==> src/rtl/bus_arbiter_if.sv <==
// rtl/bus_arbiter_if.sv - requester/bus signal bundle for bus_arbiter
//
// Signals:
//   req         requester -> arbiter   per-requester bus request (level)
//   wr_valid    requester -> arbiter   per-requester beat valid
//   wr_data     requester -> arbiter   per-requester data, slice i = [i*BUS_WIDTH +: BUS_WIDTH]
//   gnt         arbiter -> requester   one-hot grant
//   bus_data    arbiter -> bus         master_bus data
//   bus_valid   arbiter -> bus         master_bus beat strobe
//   bus_owner   arbiter -> bus         index of current/last owner
//   busy        arbiter -> bus         arbiter is in a tenure or turnaround
//   timeout_err arbiter -> bus         one-cycle watchdog revoke pulse
// Modports: master = requester side, slave = arbiter side.

interface bus_arbiter_if #(
    parameter int NUM_REQ   = 3,
    parameter int BUS_WIDTH = 24
);
    localparam int OW = $clog2(NUM_REQ);

    logic [NUM_REQ-1:0]           req;
    logic [NUM_REQ-1:0]           wr_valid;
    logic [NUM_REQ*BUS_WIDTH-1:0] wr_data;
    logic [NUM_REQ-1:0]           gnt;
    logic [BUS_WIDTH-1:0]         bus_data;
    logic                         bus_valid;
    logic [OW-1:0]                bus_owner;
    logic                         busy;
    logic                         timeout_err;

    modport master (
        output req, wr_valid, wr_data,
        input  gnt, bus_data, bus_valid, bus_owner, busy, timeout_err
    );

    modport slave (
        input  req, wr_valid, wr_data,
        output gnt, bus_data, bus_valid, bus_owner, busy, timeout_err
    );
endinterface

==> src/rtl/bus_arbiter.sv <==
// rtl/bus_arbiter.sv - round-robin arbiter and sequencer for the shared master_bus
//
// Ports:
//   clk   in  clock, all state on rising edge
//   rst   in  asynchronous active-low reset
//   bus   bus_arbiter_if.slave: req/wr_valid/wr_data in; gnt/bus_data/bus_valid/
//         bus_owner/busy/timeout_err out (all outputs registered except busy,
//         which decodes the state register)
// Optional feature: define BUS_ARB_TIMEOUT_EN to enable the idle-owner watchdog.
// Without it timeout_err is tied 0 and TIMEOUT_CYCLES has no effect.

module bus_arbiter #(
    parameter int NUM_REQ        = 3,
    parameter int BUS_WIDTH      = 24,
    parameter int MAX_BEATS      = 4,
    parameter int TIMEOUT_CYCLES = 16
) (
    input  logic          clk,
    input  logic          rst,
    bus_arbiter_if.slave  bus
);
    localparam int OW = $clog2(NUM_REQ);
    localparam int CW = (MAX_BEATS < 2) ? 1 : $clog2(MAX_BEATS + 1);

    typedef enum logic [1:0] {
        S_IDLE  = 2'd0,
        S_GRANT = 2'd1,
        S_TURN  = 2'd2
    } state_t;

    state_t               state_q, state_d;
    logic [OW-1:0]        rr_ptr_q, rr_ptr_d;
    logic [OW-1:0]        owner_q, owner_d;
    logic [NUM_REQ-1:0]   gnt_q, gnt_d;
    logic [BUS_WIDTH-1:0] bus_data_q, bus_data_d;
    logic                 bus_valid_q, bus_valid_d;
    logic [CW-1:0]        beat_cnt_q, beat_cnt_d;

    logic                 found;
    logic [OW-1:0]        winner;
    logic                 beat;
    logic [CW:0]          beat_nxt;
    logic                 last_beat;
    logic                 revoke;

    // Rotating-priority scan starting at rr_ptr; rr_ptr is set past the
    // previous owner so that owner ends up with the lowest priority.
    always_comb begin
        found  = 1'b0;
        winner = rr_ptr_q;
        for (int k = 0; k < NUM_REQ; k++) begin
            logic [OW-1:0] idx;
            idx = OW'((int'(rr_ptr_q) + k) % NUM_REQ);
            if (!found && bus.req[idx]) begin
                found  = 1'b1;
                winner = idx;
            end
        end
    end

    assign beat      = (state_q == S_GRANT) && gnt_q[owner_q] && bus.wr_valid[owner_q];
    assign beat_nxt  = {1'b0, beat_cnt_q} + {{CW{1'b0}}, 1'b1};
    assign last_beat = (MAX_BEATS != 0) && beat && (beat_nxt == (CW+1)'(MAX_BEATS));

`ifdef BUS_ARB_TIMEOUT_EN
    localparam int TW = $clog2(TIMEOUT_CYCLES + 1);

    logic [TW-1:0] idle_cnt_q, idle_cnt_d;
    logic          timeout_err_q;

    // A beat in the revoke cycle wins: the owner is making progress.
    assign revoke = (state_q == S_GRANT) && !beat && bus.req[owner_q]
                    && (idle_cnt_q == TW'(TIMEOUT_CYCLES - 1));

    always_comb begin
        idle_cnt_d = idle_cnt_q;
        if (state_q != S_GRANT || beat) begin
            idle_cnt_d = '0;
        end else begin
            idle_cnt_d = idle_cnt_q + TW'(1);
        end
    end

    always_ff @(posedge clk or negedge rst) begin
        if (!rst) begin
            idle_cnt_q    <= '0;
            timeout_err_q <= 1'b0;
        end else begin
            idle_cnt_q    <= idle_cnt_d;
            timeout_err_q <= revoke;
        end
    end

    assign bus.timeout_err = timeout_err_q;
`else
    assign revoke          = 1'b0;
    assign bus.timeout_err = 1'b0;
`endif

    always_comb begin
        state_d     = state_q;
        rr_ptr_d    = rr_ptr_q;
        owner_d     = owner_q;
        gnt_d       = gnt_q;
        bus_data_d  = bus_data_q;
        bus_valid_d = 1'b0;
        beat_cnt_d  = beat_cnt_q;

        case (state_q)
            S_IDLE: begin
                if (found) begin
                    state_d    = S_GRANT;
                    owner_d    = winner;
                    gnt_d      = NUM_REQ'(1) << winner;
                    beat_cnt_d = '0;
                end
            end
            S_GRANT: begin
                if (beat) begin
                    bus_valid_d = 1'b1;
                    bus_data_d  = bus.wr_data[owner_q*BUS_WIDTH +: BUS_WIDTH];
                    beat_cnt_d  = beat_nxt[CW-1:0];
                end
                // A beat coinciding with the req drop is still forwarded above.
                if (!bus.req[owner_q] || last_beat || revoke) begin
                    state_d = S_TURN;
                    gnt_d   = '0;
                end
            end
            S_TURN: begin
                state_d    = S_IDLE;
                gnt_d      = '0;
                beat_cnt_d = '0;
                rr_ptr_d   = (int'(owner_q) == NUM_REQ - 1) ? '0 : owner_q + OW'(1);
            end
            default: begin
                state_d = S_IDLE;
                gnt_d   = '0;
            end
        endcase
    end

    always_ff @(posedge clk or negedge rst) begin
        if (!rst) begin
            state_q     <= S_IDLE;
            rr_ptr_q    <= '0;
            owner_q     <= '0;
            gnt_q       <= '0;
            bus_data_q  <= '0;
            bus_valid_q <= 1'b0;
            beat_cnt_q  <= '0;
        end else begin
            state_q     <= state_d;
            rr_ptr_q    <= rr_ptr_d;
            owner_q     <= owner_d;
            gnt_q       <= gnt_d;
            bus_data_q  <= bus_data_d;
            bus_valid_q <= bus_valid_d;
            beat_cnt_q  <= beat_cnt_d;
        end
    end

    assign bus.gnt       = gnt_q;
    assign bus.bus_data  = bus_data_q;
    assign bus.bus_valid = bus_valid_q;
    assign bus.bus_owner = owner_q;
    assign bus.busy      = (state_q != S_IDLE);

endmodule

==> src/flat_wrapper.sv <==
// flat-port wrapper written by rule: the top's interface ports become plain ports
module bus_arbiter_flat 
#(
    parameter int NUM_REQ        = 3,
    parameter int BUS_WIDTH      = 24,
    parameter int MAX_BEATS      = 4,
    parameter int TIMEOUT_CYCLES = 16
)
  (clk, rst, bus_req, bus_wr_valid, bus_wr_data, bus_gnt, bus_bus_data, bus_bus_valid, bus_bus_owner, bus_busy, bus_timeout_err);
  bus_arbiter_if #(.NUM_REQ(NUM_REQ), .BUS_WIDTH(BUS_WIDTH)) bus_i ();
  input  logic clk;
  input  logic rst;
  input wire logic [$bits(bus_i.req)-1:0] bus_req;
  input wire logic [$bits(bus_i.wr_valid)-1:0] bus_wr_valid;
  input wire logic [$bits(bus_i.wr_data)-1:0] bus_wr_data;
  output wire logic [$bits(bus_i.gnt)-1:0] bus_gnt;
  output wire logic [$bits(bus_i.bus_data)-1:0] bus_bus_data;
  output wire logic [$bits(bus_i.bus_valid)-1:0] bus_bus_valid;
  output wire logic [$bits(bus_i.bus_owner)-1:0] bus_bus_owner;
  output wire logic [$bits(bus_i.busy)-1:0] bus_busy;
  output wire logic [$bits(bus_i.timeout_err)-1:0] bus_timeout_err;
  assign bus_i.req = bus_req;
  assign bus_i.wr_valid = bus_wr_valid;
  assign bus_i.wr_data = bus_wr_data;
  assign bus_gnt = bus_i.gnt;
  assign bus_bus_data = bus_i.bus_data;
  assign bus_bus_valid = bus_i.bus_valid;
  assign bus_bus_owner = bus_i.bus_owner;
  assign bus_busy = bus_i.busy;
  assign bus_timeout_err = bus_i.timeout_err;
  bus_arbiter #(.NUM_REQ(NUM_REQ), .BUS_WIDTH(BUS_WIDTH), .MAX_BEATS(MAX_BEATS), .TIMEOUT_CYCLES(TIMEOUT_CYCLES)) u_core (.clk(clk), .rst(rst), .bus(bus_i));
endmodule
==> config.mk <==
export PLATFORM = sky130hd
export DESIGN_NAME = bus_arbiter_flat
export DESIGN_NICKNAME = d
export VERILOG_FILES = /design/src/rtl/bus_arbiter_if.sv /design/src/rtl/bus_arbiter.sv /design/src/flat_wrapper.sv
export SDC_FILE = /design/constraint.sdc
export NUM_CORES = 1
export LEC_CHECK = 0
export BUFFER_PORTS_ARGS = -buffer_cell sky130_fd_sc_hd__buf_2
export CAP_MARGIN = 20
export CORE_UTILIZATION = 46
export DETAILED_ROUTE_END_ITERATION = 12
export PLACE_DENSITY = 0.86
export SLEW_MARGIN = 20
export SYNTH_ARGS = -nofsm -noshare
export SYNTH_HDL_FRONTEND = slang
export SYNTH_SLANG_ARGS = --single-unit
==> constraint.sdc <==
create_clock -name clk -period 2.3 [get_ports clk]
set_input_delay 0.345 -clock clk [delete_from_list [all_inputs] [get_ports clk]]
set_output_delay 0.345 -clock clk [all_outputs]
set_load 0.01 [all_outputs]
==> flow_metrics.py, run 1 <==
metrics = {
    "cells_and_area": {
        "layout_common_cells": "buf_2 (110), dfrtp_1 (37), nand2_1 (32)",
        "fin_nets": 449,
        "final_common_cell": "buf_2",
        "drive_gt1_frac": 0.3764,
        "syn_to_final_growth_pct": 32.09,
        "stdcell_count": 431,
        "antenna_cells": 0,
    },
    "power_and_ir_drop": {
        "p_clk_frac": 0.131,
        "internal-power_mw": 1.978,
        "netSwitchingFraction": 0.4216,
        "seqPwrFrac": 0.308,
        "power.density_nw_per_um2": 1153,
        "power_leakage_nw": 1.519,
        "ir_worst_vdd_v": 0.0007017,
        "combPwrFrac": 0.561,
        "p_sw_mw": 1.442,
    },
    "cts": {
        "insertion_delay_ps": 280,
        "cts.sinks": 37,
        "numCtsBuffers": 5,
        "clock_path_buffers": 2,
        "cts_tree": "yes",
        "htreeDepth": 2,
        "hold_buffers": 0,
        "clk_pin_slew_ps": 70,
        "root_buffer": "clkbuf_8",
    },
    "sta": {
        "hold_viol": 0,
        "final_max_slew_viol_count": 0,
        "setup_tns_ps": 0,
        "max-slew-margin-rel": 0.4747,
        "fin_skew_ps": 2.895,
        "period_share": 0.9342,
        "setup_viol": 0,
        "worst_pin_slew_ps": 787.9,
        "finalCriticalPeriod_ps": 2149,
        "hold_slack_ps": 143.2,
        "fmax_ghz": 0.4654,
        "rsz0062_at_grt": "no",
    },
    "die": {
        "die_y_um": 71.88,
        "ios": 112,
        "start_util": 0.4755,
        "fp.dieW_um": 71.88,
        "die_area_um2": 5166,
        "row_count": 25,
        "core_area_um2": 4723,
    },
    "critical_path": {
        "worstReg2RegStart": "u_core.rr_ptr_q[0]",
        "reg2reg_depth": 8,
        "reg2reg_slack_ps": 150,
        "cp.arrival_ps": 2350,
        "start_kind": "flop",
        "crit_start": "u_core.rr_ptr_q[0]",
        "end_kind": "flop",
        "crit_type": "flop to flop",
        "worstPathRequired_ps": 2510,
        "r2r_end": "u_core.bus.gnt[2]",
        "critPathMaxFanout": 8,
        "worstSetupEndpoint": "u_core.bus.gnt[2]",
    },
    "routing": {
        "routed_wl_um": 5559,
        "routedWlPerCell_um": 12.90,
        "firstDrtPassIters": 4,
        "first_iter_violations": 76,
        "vias": 2190,
        "route.detailed.drc": 0,
        "antenna_left": 0,
        "via_per_inst": 5.081,
    },
    "global_routing": {
        "grt_max_degree": 38,
        "gr-total-overflow": 0,
        "antenna_found_initial": 0,
        "grt_first_pass_wirelength_um": 8576,
        "grt_pass1_vias": 1967,
        "grt_use_total": 0.2126,
    },
    "synthesis": {
        "syn_avg_cell_area_um2": 8.842,
        "synthArstFlopShare": 1.000,
        "synthSimpleGateAreaFrac": 0.1421,
        "synth_flop_cell": "dfrtp_1",
        "synth_fa_ha_area_frac": 0.02786,
        "ys_seq_area_frac": 0.4123,
        "synth_edf_count": 0,
        "syn_area_um2": 2246,
        "yosysWarnings": 0,
        "synth-xor-area-share": 0,
        "synth_compound_area_frac": 0.2056,
        "synth_top_family_by_area": "compound AO/OA/AOI/OAI gates",
        "syn-num-nets": 339,
        "synth_cell_types": 40,
        "synth_seq_cells": 37,
        "postSynthCellCount": 254,
        "synthMuxAreaShare": 0.1616,
    },
    "place": {
        "portBuffers": 110,
        "gp_congestion": 0.8163,
        "hpwl_um": 4370,
        "placed_cells": 424,
    },
    "outcome": {
        "status": "finished clean",
    },
    "run": {
        "drv_cap": 0,
    },
    "min_path": {
        "hold_path_class": "primary input to asynchronous set/reset pin",
    },
}
-- state kept, by name (all words and copies together), names as in the netlist --
signal and flops:
u_core.beat_cnt_q 3, u_core.bus.bus_data 24, u_core.bus.bus_owner 2, u_core.bus.bus_valid 1
u_core.bus.gnt 3, u_core.rr_ptr_q 2, u_core.state_q 2
-- how the worst min path moves through the flow --
stage	from	to	slack (ps)
CTS	rst	u_core.bus.bus_data[11]	180
detailed placement	u_core.bus.bus_data[12]	u_core.bus.bus_data[12]	470
floorplan	rst	u_core.beat_cnt_q[0]	50
finish	rst	u_core.bus.bus_data[17]	140
global route	rst	u_core.bus.bus_data[17]	210
global placement	u_core.bus.bus_data[12]	u_core.bus.bus_data[12]	460
-- critical path: stages (launching register included) --
cell       delay, ps
dfrtp_1          410
inv_1             80
ha_1             520
mux2i_1          260
o22ai_2          140
nor4_1           290
buf_4            170
a21o_2           110
o2bb2ai_1        110
-- metrics by stage --
step                      utilization  setup WS, ps  instance area (um2)  power (mW)
final                          0.6281         151.3                 2967       3.420
after detailed placement       0.6085         101.4                 2874       2.985
after global placement         0.6085         183.7                 2874       2.903
after floorplan                     -         338.7                 2246       2.390
after global routing           0.6281         29.48                 2967       3.687
after CTS                      0.6268         90.28                 2960       3.440
-- synthesized netlist by cell type, types with 2 or more instances --
library cell   n  share of area
o21ai_2        2         0.0078
mux2i_1       30           0.13
dfrtp_1       37           0.41
buf_1          2         0.0033
o21ai_1        4         0.0089
nor2_1        31          0.052
a21oi_1       31          0.069
ha_1           5          0.028
buf_4          2         0.0067
o2bb2ai_1      2         0.0078
o22ai_1        2         0.0056
nand2b_1       5          0.014
nand2_1       32          0.053
o21ai_0       26          0.058
inv_1          6          0.010
clkbuf_1       4         0.0067
nand3b_1       2         0.0067
buf_2          7          0.016
nor2b_1        3         0.0084
-- power groups by stage --
stage,registers [mW],logic [mW],clock network (mW)
floorplan,1.15,1.24,0
global placement,1.05,1.85,0
detailed placement,1.06,1.92,0
CTS,1.05,1.92,0.465
global route,1.08,2.11,0.495
finish,1.05,1.92,0.450
-- layer usage --
metal,GRT usage,up-vias,wire [um]
li1,-,1099,-
met1,0.2430,1017,2357
met2,0.3962,70,2940
met3,0.04501,4,221
met4,0.06318,0,40
met5,0,-,0
-- cell families after synthesis --
family | after synthesis
compound gates | 78
flops | 37
mux | 34
simple gates | 76
buf+inv | 23
other cells | 1
fa+ha+maj | 5
-- layout make-up --
type,count,area [um2]
fillers,419,1757
multi-input cells,194,1226
flip-flops and latches,37,925.9
repair buffers,119,618.1
clock buffers,7,86.33
well taps,67,83.83
inverters,7,26.28
-- repair_timing --
action	in CTS	in global routing
setup endpoints to repair	0	1
gates resized for setup	0	1
buffers inserted	0	0
(Power assumes the default switching activity.)
==> inputs of run 2 (changes only) <==
Settings changed: PLACE_DENSITY 0.86 to default, PLACE_DENSITY_LB_ADDON from default to 0.3.
==> run 2 against run 1 <==
Effect of this change:
- global-route usage down 0.34 points
- cell area up 0.97%
- core utilization up 0.61 points
- critical endpoint is now u_core.bus.gnt[0]
- total power up 3.4%
- maximum frequency up 0.98%
- highest routed layer unchanged
- critical path type unchanged
- largest power group unchanged
- routed wire length down 2.9%
- via count down 2.1%
- cell count unchanged
- register-to-register slack better by 20 ps
==> flow_metrics.py, run 2 (synthesis results as in run 1) <==
metrics = {
    "sta": {
        "setup_tns_ps": 0,
        "fin_skew_ps": 3.266,
        "setup_viol": 0,
        "period_share": 0.9251,
        "setup_ws_ps": 172.2,
        "fmax_ghz": 0.4700,
        "finalCriticalPeriod_ps": 2128,
        "hold_viol": 0,
        "final_max_slew_viol_count": 0,
        "max-slew-margin-rel": 0.4611,
        "hold_slack_ps": 140.7,
        "worst_pin_slew_ps": 808.3,
        "rsz0062_at_grt": "no",
    },
    "critical_path": {
        "cp.arrival_ps": 2310,
        "start_kind": "flop",
        "critical-path-max-stage-delay_ps": 410,
        "cp_slowest_cell": "dfrtp_1",
        "worstPathCellList": "inv_1 -> ha_1 -> mux2i_1 -> o22ai_1 -> nor4_1 -> buf_4 -> a21o_2 -> a32o_2",
        "crit_type": "flop to flop",
        "end_kind": "flop",
        "worstPathRequired_ps": 2480,
        "critPathMaxFanout": 5,
    },
    "die": {
        "die_area_um2": 5166,
        "die_y_um": 71.88,
        "fp.dieW_um": 71.88,
        "row_count": 25,
        "core_area_um2": 4723,
        "start_util": 0.4755,
        "ios": 112,
    },
    "place": {
        "portBuffers": 110,
        "placed_cells": 423,
        "hpwl_um": 4084,
        "gp_congestion": 0.8453,
        "dp_slack_ps": 166.3,
        "place_area_um2": 2879,
    },
    "routing": {
        "route.detailed.drc": 0,
        "routed_wl_um": 5396,
        "vias": 2145,
        "antenna_left": 0,
        "first_iter_violations": 95,
        "firstDrtPassIters": 4,
        "via_per_inst": 4.977,
        "routedWlPerCell_um": 12.52,
    },
    "global_routing": {
        "grt_use_total": 0.2092,
        "grt_busiest_layer": "met2",
        "antenna_found_initial": 0,
        "grt_first_pass_wirelength_um": 8452,
        "grt_pass1_vias": 1919,
        "use_met3": 0.02954,
        "use_met2": 0.3669,
        "grt_max_degree": 38,
        "use_met1": 0.2615,
        "gr-total-overflow": 0,
    },
    "cts": {
        "hold_buffers": 0,
        "clk_pin_slew_ps": 70,
        "cts_tree": "yes",
        "insertion_delay_ps": 290,
        "cts.sinks": 37,
        "htreeDepth": 2,
        "cts_setup_buffers": 0,
        "numCtsBuffers": 5,
        "clock_path_buffers": 2,
        "cts_resized": 0,
        "root_buffer": "clkbuf_8",
    },
    "cells_and_area": {
        "final_common_cell": "buf_2",
        "fill_cells": 414,
        "layout_common_cells": "buf_2 (110), dfrtp_1 (37), nand2_1 (32)",
        "fin_nets": 448,
        "largest_reg_flops": 24,
        "syn_to_final_growth_pct": 33.37,
        "post-route-cell-area_um2": 2995,
        "antenna_cells": 0,
        "drive_gt1_frac": 0.3736,
        "stdcell_count": 431,
        "post-route-util": 0.6342,
    },
    "power_and_ir_drop": {
        "power.density_nw_per_um2": 1181,
        "p_total_mw": 3.537,
        "power_leakage_nw": 1.533,
        "ir_worst_vdd_v": 0.0004583,
    },
    "min_path": {
        "hold_path_class": "primary input to asynchronous set/reset pin",
    },
    "run": {
        "drv_cap": 0,
    },
    "outcome": {
        "status": "finished clean",
    },
}
[run 2: path summary, 6_finish.rpt]
kind / end / cells after the start / startpoint / slack [ps]
worst max-delay path: u_core.bus.gnt[0] / 8 / u_core.rr_ptr_q[0] / 170
worst max register to register: u_core.bus.gnt[0] / 8 / u_core.rr_ptr_q[0] / 170
worst min register to register: u_core.bus.bus_data[17] / 2 / u_core.bus.bus_data[17] / 480
worst min-delay path: u_core.bus.bus_valid / 1 / rst / 140
min in group clk: u_core.bus.bus_data[12] / 3 / bus_wr_data[36] / 330
max in group asynchronous: u_core.bus.bus_data[7] / 1 / rst / 1640
[run 2: area by class of cell]
| class | instances | area [um2] | share of cell area |
|---|---|---|---|
| clock buffer | 7 | 86.33 | 0.02882 |
| clock inverter | 1 | 30.03 | 0.01003 |
| inverter | 7 | 26.28 | 0.008772 |
| multi-input combinational | 194 | 1220 | 0.4073 |
| sequential | 37 | 925.9 | 0.3091 |
| tap | 67 | 83.83 | 0.02799 |
| timing repair buffer | 118 | 623.1 | 0.2080 |
[run 2: layer usage]
| layer | share of wire | up-vias |
|---|---|---|
| met2 | 0.50 | 69 |
| met4 | 0.012 | 0 |
| met1 | 0.44 | 978 |
| met5 | 0 | - |
| met3 | 0.046 | 5 |
| li1 | - | 1093 |
[run 2: worst max-delay path: cells and delay by family, from the launching register on]
kind / cells / cell delay [ps]
adder cells (fa/ha/maj): 1 / 400
AO/OA/AOI/OAI: 3 / 730
AND/OR/NAND/NOR: 1 / 100
multiplexers: 1 / 150
flip-flops: 1 / 410
buffers and inverters: 2 / 230
[run 2: power by group]
part | leakage, nW | internal, mW | switching [mW]
clock network | 0.0585 | 0.353 | 0.221
registers | 0.478 | 0.899 | 0.156
logic | 0.997 | 0.845 | 1.06
total | 1.53 | 2.10 | 1.44
